## src/rtl/pomo_seq_ctrl.sv

```systemverilog
// Pomodoro sequencer: work/break phase FSM with a one-second prescaler
// driving a BCD mm:ss countdown. All outputs are registered.
module pomo_seq_ctrl #(
  parameter int TICK_DIV  = 100000000,
  parameter int WORK_MIN  = 25,
  parameter int BREAK_MIN = 5,
  parameter int LONG_MIN  = 15
) (
  input  logic        clk,
  input  logic        rst,
  input  logic        btn_start,
  input  logic        btn_pause,
  input  logic        btn_cancel,
  output logic [15:0] disp,
  output logic        running,
  output logic        paused,
  output logic        in_break,
  output logic [1:0]  session_cnt,
  output logic        phase_done
);

  typedef enum logic [2:0] {
    IDLE,
    RUN_WORK,
    RUN_BREAK,
    PAUSE_WORK,
    PAUSE_BREAK
  } state_t;

  localparam int PW = $clog2(TICK_DIV);

  // Minutes parameter to {tens, ones, 0, 0}; evaluated at elaboration only.
  function automatic logic [15:0] min_to_bcd(input int m);
    return {4'(m / 10), 4'(m % 10), 8'h00};
  endfunction

  localparam logic [15:0]   WORK_DISP  = min_to_bcd(WORK_MIN);
  localparam logic [15:0]   BREAK_DISP = min_to_bcd(BREAK_MIN);
  localparam logic [15:0]   LONG_DISP  = min_to_bcd(LONG_MIN);
  localparam logic [PW-1:0] PRESC_MAX  = PW'(TICK_DIV - 1);

  // {running, paused, in_break} for a given state.
  function automatic logic [2:0] flags_of(input state_t s);
    case (s)
      RUN_WORK:    return 3'b100;
      RUN_BREAK:   return 3'b101;
      PAUSE_WORK:  return 3'b010;
      PAUSE_BREAK: return 3'b011;
      default:     return 3'b000;
    endcase
  endfunction

  // One-second decrement of a non-zero mm:ss value with digit borrows.
  function automatic logic [15:0] bcd_dec(input logic [15:0] t);
    logic [3:0] mt, mo, st, so;
    {mt, mo, st, so} = t;
    if (so != 4'd0) begin
      so = so - 4'd1;
    end else begin
      so = 4'd9;
      if (st != 4'd0) begin
        st = st - 4'd1;
      end else begin
        st = 4'd5;
        if (mo != 4'd0) begin
          mo = mo - 4'd1;
        end else begin
          mo = 4'd9;
          mt = mt - 4'd1;
        end
      end
    end
    return {mt, mo, st, so};
  endfunction

  state_t        state;
  logic [PW-1:0] presc;
  logic [2:0]    flags;

  assign {running, paused, in_break} = flags;

  // NOTE: all state is updated with non-blocking assignments so every branch
  // reads the pre-edge values of state, disp and session_cnt.
  always_ff @(posedge clk) begin
    if (rst) begin
      state       <= IDLE;
      flags       <= 3'b000;
      disp        <= WORK_DISP;
      presc       <= '0;
      session_cnt <= 2'd0;
      phase_done  <= 1'b0;
    end else begin
      phase_done <= 1'b0;
      if (btn_cancel) begin
        state       <= IDLE;
        flags       <= flags_of(IDLE);
        disp        <= WORK_DISP;
        presc       <= '0;
        session_cnt <= 2'd0;
      end else begin
        case (state)
          IDLE: begin
            if (btn_start) begin
              state <= RUN_WORK;
              flags <= flags_of(RUN_WORK);
              disp  <= WORK_DISP;
              presc <= '0;
            end
          end
          RUN_WORK, RUN_BREAK: begin
            if (btn_pause) begin
              // A tick landing on this cycle is dropped; prescaler is frozen.
              state <= (state == RUN_WORK) ? PAUSE_WORK : PAUSE_BREAK;
              flags <= flags_of((state == RUN_WORK) ? PAUSE_WORK : PAUSE_BREAK);
            end else if (presc == PRESC_MAX) begin
              presc <= '0;
              if (disp != 16'h0000) begin
                disp <= bcd_dec(disp);
              end else if (state == RUN_WORK) begin
                state       <= RUN_BREAK;
                flags       <= flags_of(RUN_BREAK);
                session_cnt <= session_cnt + 2'd1;
                disp        <= (session_cnt == 2'd3) ? LONG_DISP : BREAK_DISP;
                phase_done  <= 1'b1;
              end else begin
                state      <= IDLE;
                flags      <= flags_of(IDLE);
                disp       <= WORK_DISP;
                phase_done <= 1'b1;
              end
            end else begin
              presc <= presc + 1'b1;
            end
          end
          PAUSE_WORK, PAUSE_BREAK: begin
            if (btn_pause || btn_start) begin
              state <= (state == PAUSE_WORK) ? RUN_WORK : RUN_BREAK;
              flags <= flags_of((state == PAUSE_WORK) ? RUN_WORK : RUN_BREAK);
            end
          end
          default: begin
            state <= IDLE;
            flags <= flags_of(IDLE);
          end
        endcase
      end
    end
  end

endmodule

```

## config.mk

```make
export PLATFORM = sky130hd
export DESIGN_NAME = pomo_seq_ctrl
export DESIGN_NICKNAME = d
export VERILOG_FILES = /design/src/rtl/pomo_seq_ctrl.sv
export SDC_FILE = /design/constraint.sdc
export NUM_CORES = 1
export LEC_CHECK = 0
export BUFFER_PORTS_ARGS = -buffer_cell sky130_fd_sc_hd__buf_4
export CORE_MARGIN = 2
export CORE_UTILIZATION = 64
export CTS_BUF_LIST = sky130_fd_sc_hd__clkbuf_16
export CTS_CLUSTER_DIAMETER = 60
export CTS_CLUSTER_SIZE = 8
export DETAILED_ROUTE_END_ITERATION = 10
export PLACE_DENSITY = 0.9
export SLEW_MARGIN = 0
export SYNTH_ARGS = -nofsm -noshare
export SYNTH_HDL_FRONTEND = slang
export SYNTH_SLANG_ARGS = --single-unit
```

## constraint.sdc

```tcl
create_clock -name clk -period 6.6 [get_ports clk]
set_clock_uncertainty 0.1 [all_clocks]
set_input_delay 1.98 -clock clk [delete_from_list [all_inputs] [get_ports clk]]
set_output_delay 1.98 -clock clk [all_outputs]
set_load 0.005 [all_outputs]
```

### After elaboration in Yosys (flattened, before gate mapping)

Cells that the tools add are included.

* register bits: 52
* input port bits: 5
* output and inout port bits: 22
* word-level logic and storage cells: 99

* add/sub/neg operators: 6
* eq/ne operators: 23
* muxes and demuxes: 39
* bitwise gates (word level): 4
* reductions and logical operators: 18

Operators with widths (number)
* 27-bit two-way mux: 3
* 16-bit two-way mux: 4
* 27-bit one-hot mux with 2 select lines: 1
* 3-bit two-way mux: 12
* 4-bit two-way mux: 9
* 16-bit one-hot mux with 2 select lines: 1
* 27-bit by 1-bit adder with 27-bit output (second input constant): 1
* 27-bit == test (second input constant): 1
* 3-bit one-hot mux with 4 select lines: 2
* 3-bit one-hot mux with 3 select lines: 2
* 16-bit nonzero test: 1
* 4-bit by 1-bit subtractor with 4-bit output (second input constant): 4
* 3-bit inequality test (second input constant): 5
* 14-bit two-way mux: 1
* 13-bit two-way mux: 1
* 3-bit by 2-bit == test with 1-bit output (second input constant): 4
* 4-bit nonzero test: 3
* 5-bit AND reduction: 2
* 2-bit inequality test (second input constant): 4
* 4-bit AND reduction: 2
* 7-bit AND reduction: 1
* 2-bit == test (second input constant): 3
* 3-bit by 1-bit == test with 1-bit output (second input constant): 2
* 3-bit == test (second input constant): 2
* other kinds (13): 19

### Logic depth before layout (Yosys ltp)

Gate-level depths: netlist (run 1).

* depth after elaboration: 8
* depth in mapped cells: 11
* gate-level depth less buffers: 9

### Least setup slack after synthesis (run 1)

OpenSTA, ideal clock, no wires.

* kind: in2reg
* from: in btn_pause
* to: reg presc[18]
* library setup time: 117 ps
* arrival time: 3237 ps
* required time: 6383 ps
* slack: 3146 ps
* stages on the path: 6
* buffers on the path: 0
* cell sequence: inv_1 nand3_1 a2111oi_2 and3_1 xnor2_1 nor2_1

* word-level cells in the longest chain between the ends: 2

RTL lines
* start: declaration: RTL line 12 `input logic btn_pause,`
* 2-bit inequality test (no line)
* 3-bit AND reduction (no line)
* end signal: assignment: RTL line 132 `presc <= presc + 1'b1;`
* end: declaration: RTL line 77 `logic [PW-1:0] presc;`

Every way passes these cells.
A chain may end at the register's enable or synchronous reset.

### Worst setup path after layout (run 1)

* from: in btn_pause
* to: reg presc[12]

Same word-level chain as after synthesis.

==> flow_summary_export.csv, run 1 <==
group,metric,value,unit
status,status,"finished, final reports clean",
synthesis,yosysSeqAreaShare,34.9,%
clocking,cts_resized,0,
die,num_rows,24,
die,dieArea,5230,um^2
synthesis,ys_ff_latch,52,
critical_path,endpoint_kind,"flop",
die,pin_count,27,
grt,grt_pass1_vias,2569,
final_layout,postLayoutCellArea,3350,um^2
final_layout,drive_above_1_share,12.5,%
sta,final.period_utilization,57.9,%
place,dp.cells,436,
hold_path,hold_class,"reg2reg",
critical_path,crit_arrival,3.86,ns
place,dp_hpwl,4880,um
sta,timing.fmax,262,MHz
power_and_ir_drop,p_int,0.000516,W
synthesis,synth_top_family_by_area,"simple AND/OR/NAND/NOR gates",
clocking,ctsHtreeMaxLevel,2,
critical_path,path_cells,"buf_4, inv_1, nand3_1, a21oi_1, nand2_1, nand2_1, nor2_1",
drt,dr.pass1.iters,5,
power_and_ir_drop,seqPwrFrac,47.8,%
drt,wl_per_cell,15.7,um
sta,rsz0062_at_grt,"no",
clocking,clkTransAtPathRegs,0.06,ns
synthesis,synth_most_common_cell,"nor2_1",
sta,finalHoldViolCount,0,
power_and_ir_drop,pwr-share-comb,9.8,%
synthesis,yosys_most_used_dff,"dfxtp_1",
die,core-area,4410,um^2
grt,grt_pass1_wl,11900,um
die,dieWidth,72.3,um
critical_path,worstSetupPathType,"in2reg",
sta,layout_min_cycle_time,3.82,ns
synthesis,syn_area,2980,um^2
sta,setup_tns,0,ns
sta,drv_slew,0,
critical_path,r2r_slack,3.68,ns
final_layout,seqCellArea,1040,um^2
clocking,clk_latency,0.29,ns
synthesis,synth-xor-area-share,7.63,%
final_layout,multi_input_area,1810,um^2
sta,setup_ws,2.78,ns
grt,grt_util_all_layers,28.4,%
critical_path,critPathLaunchType,"input port",
power_and_ir_drop,cellPowerDensity,201,nW/um^2
place,io_buffers,26,
clocking,cts_hold_buf,0,
synthesis,synth-simple-area-share,30.1,%
place,gp_congestion,0.900,
die,start_util,67.6,%
drt,vias,2802,
final_layout,fin_nets,409,
synthesis,async_flop_share,0,%
clocking,cts_buffer_depth,2,
final_layout,syn2layout_area_growth,12.3,%
synthesis,synth_edf_count,0,
final_layout,fin_cells,444,
drt,vias_per_cell,6.31,
sta,tightest_slew,0.803,ns
synthesis,syn-instance-count,372,
clocking,cts_root_buffer,"clkbuf_16",
power_and_ir_drop,switching_power,0.000158,W
sta,setup_viol,0,
final_layout,antenna_cells,0,
drt,wirelength,6960,um
clocking,cts.sinks,52,
critical_path,crit_path_max_fanout,24,
synthesis,synthAdderAreaFrac,5.79,%
die,dieHeight,72.3,um
synthesis,synth_area_leader_cell,"dfxtp_1",
critical_path,required,6.64,ns
critical_path,slowest_stage,"nand2_1",
synthesis,ys_types,60,
power_and_ir_drop,clock_power_share,42.4,%
sta,relSlewSlack,46.4,%
clocking,post-cts-setup-buffers,0,
synthesis,synth_area_leaders,"dfxtp_1 (35%), nor2_1 (7.3%), ha_1 (5.5%)",
critical_path,critPathBufInv,2,
run,maxCapViolCount,0,
place,placed_area,3190,um^2
drt,dr.first_iter.drc_count,372,
drt,drc,0,
grt,grt_start_max_net_pins,25,
power_and_ir_drop,swShare,23.4,%
synthesis,synth-compound-area-share,16.9,%
clocking,cts_tree,"done",
critical_path,path_delay_family,"simple AND/OR/NAND/NOR gates",
synthesis,synth_common_cells,"nor2_1 (58), dfxtp_1 (52), nand2_1 (33)",
synthesis,yosysWarnings,0,
critical_path,critical-path-max-stage-delay,0.63,ns
place,place_ws,2.51,ns
grt,overflow,0,
power_and_ir_drop,p_leak,1.23,nW
synthesis,muxShareOfSynthArea,0.335,%
final_layout,fill_cells,321,
grt,antenna_found_initial,0,
synthesis,syn_nets,390,
critical_path,critical_path.most_common_cell,"nand2_1",
clocking,cts_made_buffers,5,
power_and_ir_drop,ir_worst_vdd,182,uV
synthesis,avgSynthCellArea,8.02,um^2
drt,drtAntennaViolNets,0,
synthesis,yosysTopAreaCellShare,34.9,%
## registers in the layout (all words and copies together), names as in the netlist
signal,flops
presc,27
session_cnt,2
phase_done,1
disp,16
flags,3
state,3
## worst paths after layout
kind,startpoint,end,cells past startpoint
setup / recovery,btn_pause,presc[12]$_SDFFE_PP0P_,7
hold / removal,disp[3]$_SDFFE_PP0P_,disp[3]$_SDFFE_PP0P_,2
setup reg to reg,state[0]$_SDFFE_PP0P_,presc[12]$_SDFFE_PP0P_,6
hold reg to reg,disp[3]$_SDFFE_PP0P_,disp[3]$_SDFFE_PP0P_,2
## worst register-to-register path, stage by stage, from the launching register on
cell and delay, ns:
dfxtp_1 0.70, nand2b_1 0.41, a21oi_4 0.42, o21ai_1 0.26
nand2_1 0.20, nand2_1 0.49, nor2_1 0.26
## power by group through the flow
stage,logic [W],clock network (W),registers (W)
global route,0.0000726,0.000302,0.000322
detailed placement,0.0000642,0,0.000329
floorplan,0.0000480,0,0.000326
global placement,0.0000625,0,0.000329
finish,0.0000663,0.000286,0.000322
CTS,0.0000650,0.000289,0.000322
## area by class of cell
class                      count  share of cell area [%]
sequential                    52                    31.1
clock buffer                   5                    3.73
timing repair buffer          27                    6.05
clock inverter                 3                    1.12
tap                           52                    1.94
inverter                      18                    2.02
multi-input combinational    287                    54.1
## layer usage
metal | share of wire, % | global-route usage, % | vias up | routed length, um
met1 | 42 | 37.1 | 1322 | 2910
met4 | 1.5 | 9.64 | 0 | 102
li1 | - | - | 1357 | -
met2 | 51 | 48.1 | 108 | 3540
met5 | 0 | 0 | - | 0
met3 | 5.8 | 4.31 | 15 | 403
## cells by family (layout without fill, tap and decap cells)
family	count (synthesis)	in the layout
adders and majority gates	14	14
buffers and inverters	33	53
DFF	52	52
AOI/OAI and AO/OA	74	74
xor gates and xnor gates	26	26
and+or+nand+nor	172	172
muxes	1	1
## metrics by stage
stage | hold WS [ns] | utilization, % | total power (W)
3_5_place_dp | 0.388 | 72.2 | 0.000393
5_1_grt | 0.413 | 75.9 | 0.000697
4_1_cts | 0.398 | 75.9 | 0.000676
6_report | 0.394 | 75.9 | 0.000674
3_3_place_gp | 0.378 | 72.2 | 0.000391
2_1_floorplan | 0.370 | - | 0.000374
## cells in the final DEF, fill, tap and decap left out, drive strengths merged, types with 12 or more instances in the layout
master  netlist  final
a21oi        24     24
buf           7     27
dfxtp        52     52
ha           13     13
inv          17     17
nand2        33     33
nand3        13     13
nor2         58     58
nor3         16     16
o21ai        19     19
xnor2        14     14
xor2         12     12
No activity file was read; power rests on OpenSTA's default activity.
==> run 2, diff against run 1 <==
--- a/config.mk
+++ b/config.mk
@@ -5,14 +5,15 @@
 export SDC_FILE = /design/constraint.sdc
 export NUM_CORES = 1
 export LEC_CHECK = 0
+export ABC_AREA = 1
 export BUFFER_PORTS_ARGS = -buffer_cell sky130_fd_sc_hd__buf_4
 export CORE_MARGIN = 2
-export CORE_UTILIZATION = 64
+export CORE_UTILIZATION = 54
 export CTS_BUF_LIST = sky130_fd_sc_hd__clkbuf_16
 export CTS_CLUSTER_DIAMETER = 60
 export CTS_CLUSTER_SIZE = 8
 export DETAILED_ROUTE_END_ITERATION = 10
-export PLACE_DENSITY = 0.9
+export PLACE_DENSITY = 0.81
 export SLEW_MARGIN = 0
 export SYNTH_ARGS = -nofsm -noshare
 export SYNTH_HDL_FRONTEND = slang
==> constraint.sdc (replaced) <==
create_clock -name clk -period 3.3 [get_ports clk]
set_clock_uncertainty 0.1 [all_clocks]
set_input_delay 0.99 -clock clk [delete_from_list [all_inputs] [get_ports clk]]
set_output_delay 0.99 -clock clk [all_outputs]
set_load 0.005 [all_outputs]
==> run 2 against run 1 <==
Effect of this change:
- via count grew 9.1%
- sequential power rose by 110%
- clock power up 100%
- synthesized cell count rose by 29%
- utilization decreased by 13 points
- flip-flop and latch count is the same
- total power grew 140%
- wire length up 2.3%
- critical path type unchanged
==> flow_summary_export.csv, run 2 <==
group,metric,value,unit
status,status,"finished, final reports clean",
power_and_ir_drop,cellPowerDensity,445,nW/um^2
final_layout,layout_common_cells,"nand2_1 (87), nor2_1 (86), inv_1 (64)",
critical_path,required,3.42,ns
synthesis,ys_types,40,
hold_path,holdPathStages,2,
die,dieArea,6640,um^2
clocking,clkTransAtPathRegs,0.07,ns
drt,drc,0,
critical_path,rr_worst_depth,9,
clocking,cts_resized,0,
synthesis,syn_nets,498,
sta,final.period_utilization,64.6,%
critical_path,crit_path_max_fanout,17,
clocking,cts_tree,"done",
die,num_rows,28,
synthesis,synth_area_leader_cell,"dfxtp_1",
drt,met1_length,3400,um
grt,grt_start_max_net_pins,21,
final_layout,fin_nets,527,
final_layout,largest_register,"presc",
final_layout,fill_cells,534,
synthesis,yosysSeqAreaShare,32.1,%
drt,dr_wl_met3,376,um
critical_path,critPathBufInv,4,
hold_path,hold_class,"reg2reg",
sta,setup_viol,0,
clocking,cts_hold_buf,0,
synthesis,yosys_most_used_dff,"dfxtp_1",
critical_path,r2r_slack,1.19,ns
sta,tightest_slew,0.448,ns
final_layout,largest_reg_flops,27,
sta,setup_ws,1.17,ns
drt,dr.first_iter.drc_count,161,
die,dieHeight,81.5,um
power_and_ir_drop,total_power,0.00163,W
critical_path,critPathLaunchType,"input port",
drt,drtAntennaViolNets,0,
die,dieWidth,81.5,um
clocking,ctsHtreeMaxLevel,2,
synthesis,async_flop_share,0,%
synthesis,synth_edf_count,0,
synthesis,syn_area,3240,um^2
final_layout,syn2layout_area_growth,13.0,%
critical_path,timing.rr.start,"disp[4]$_SDFFE_PP0P_",
sta,setup_tns,0,ns
final_layout,top_regs,"presc (27), disp (16)",
critical_path,cp.depth,10,
sta,layout_min_cycle_time,2.13,ns
critical_path,path_delay_family,"simple AND/OR/NAND/NOR gates",
grt,grt_pass1_vias,2816,
synthesis,synth_area_leaders,"dfxtp_1 (32%), nand2_1 (10%), nor2_1 (10%)",
die,pin_count,27,
final_layout,layout_commonest_cell,"nand2_1",
drt,highest_layer,"met4",
clocking,cts_buffer_depth,2,
sta,rsz0062_at_grt,"no",
clocking,cts.sinks,52,
sta,timing.fmax,469,MHz
die,start_util,55.4,%
final_layout,antenna_cells,0,
die,core-area,5850,um^2
clocking,post-cts-setup-buffers,0,
drt,wl_per_cell,12.2,um
synthesis,ys_ff_latch,52,
synthesis,synth_common_cells,"nand2_1 (87), nor2_1 (86), inv_1 (63)",
critical_path,worstSetupPathType,"in2reg",
run,maxCapViolCount,0,
drt,vias,3056,
synthesis,syn-instance-count,480,
place,io_buffers,26,
critical_path,path_cells,"buf_4, inv_1, nand2_2, nand2_4, inv_4, nand2_4, nand2_8, inv_4, nand2_1, a21oi_1",
grt,grt_pass1_wl,12400,um
place,gp_congestion,0.914,
critical_path,critical-path-max-stage-delay,0.17,ns
drt,dr.pass1.iters,5,
clocking,clk_latency,0.29,ns
grt,overflow,0,
hold_path,worstHoldStart,"presc[13]$_SDFFE_PP0P_",
synthesis,yosysWarnings,0,
sta,relSlewSlack,69.8,%
critical_path,crit_arrival,2.25,ns
sta,drv_slew,0,
power_and_ir_drop,ir_worst_vdd,338,uV
place,dp_hpwl,5410,um
clocking,cts_root_buffer,"clkbuf_16",
synthesis,yosysTopAreaCellShare,32.1,%
power_and_ir_drop,p_leak,1.54,nW
sta,finalHoldViolCount,0,
drt,vias_per_cell,5.22,
grt,antenna_found_initial,0,
synthesis,synth_most_common_cell,"nand2_1",
place,place_ws,0.935,ns
synthesis,avgSynthCellArea,6.76,um^2
hold_path,hold_path_end,"presc[13]$_SDFFE_PP0P_",
sta,fin_hold_ws,0.383,ns
drt,wirelength,7120,um
clocking,cts_made_buffers,5,
grt,grt_util_all_layers,23.3,%
critical_path,endpoint_kind,"flop",
final_layout,drive_above_1_share,14.9,%
critical_path,slowest_stage,"nand2_4",
drt,dr_wl_met2,3270,um
critical_path,r2r-end,"disp[14]$_SDFFE_PP0P_",
-- run 2: changes by cell type after synthesis, moves of 6 or more --
cell,before,now
nand2_2,0,7
and3_1,7,0
xnor2_1,14,1
nor2_1,58,86
nand2_1,33,87
nand3_1,13,35
nand2_4,0,6
inv_1,17,63
xor2_1,12,5
a21oi_1,23,31
clkbuf_1,8,1
-- run 2: cells by family after synthesis --
group | after synthesis | share of synthesized area [%]
flip-flops | 52 | 32.1
AO/OA/AOI/OAI | 59 | 10.1
adder cells (fa/ha/maj) | 13 | 5.02
XOR/XNOR | 6 | 1.62
buffers and inverters | 75 | 9.53
AND/OR/NAND/NOR | 275 | 41.6
-- run 2: layer usage --
metal	global-route usage, %	vias to the layer above
met1	32.3	1357
met3	3.96	9
met2	37.8	85
li1	-	1605
met4	5.25	0
met5	0	-
-- run 2: final cells by class --
| type | instances | area, um^2 | share of cell area (%) |
|---|---|---|---|
| Clock inverter | 3 | 38.8 | 1.06 |
| Tap cell | 75 | 93.8 | 2.56 |
| Multi-Input combinational cell | 353 | 1890 | 51.7 |
| Sequential cell | 52 | 1040 | 28.4 |
| Inverter | 70 | 270 | 7.37 |
| Timing Repair Buffer | 27 | 203 | 5.53 |
| Clock buffer | 5 | 125 | 3.41 |
-- run 2: report_power, final --
part	internal [W]	total, W	switching [W]
combinational	0.000130	0.000383	0.000253
clock	0.000354	0.000582	0.000228
sequential	0.000649	0.000666	0.0000174
total	0.00113	0.00163	0.000499
-- run 2: metrics by stage --
stage / utilization (%) / cells / area, um^2
floorplan: - / 480 / 3240
global placement: 59.8 / 577 / 3500
detailed placement: 59.8 / 577 / 3500
CTS: 62.6 / 585 / 3660
global route: 62.6 / 585 / 3660
finish: 62.6 / 585 / 3660
-- run 2: how the worst max path moves through the flow --
stage / start / to
floorplan: btn_cancel / disp[10]$_SDFFE_PP1P_
global placement: btn_pause / presc[22]$_SDFFE_PP0P_
detailed placement: btn_start / presc[13]$_SDFFE_PP0P_
CTS: btn_start / presc[13]$_SDFFE_PP0P_
global route: disp[4]$_SDFFE_PP0P_ / disp[4]$_SDFFE_PP0P_
finish: btn_start / presc[13]$_SDFFE_PP0P_
-- run 2: worst min-delay path, stage by stage, from the launching register on --
cell and delay (ns):
dfxtp_1 0.33, inv_1 0.05, a21oi_1 0.05
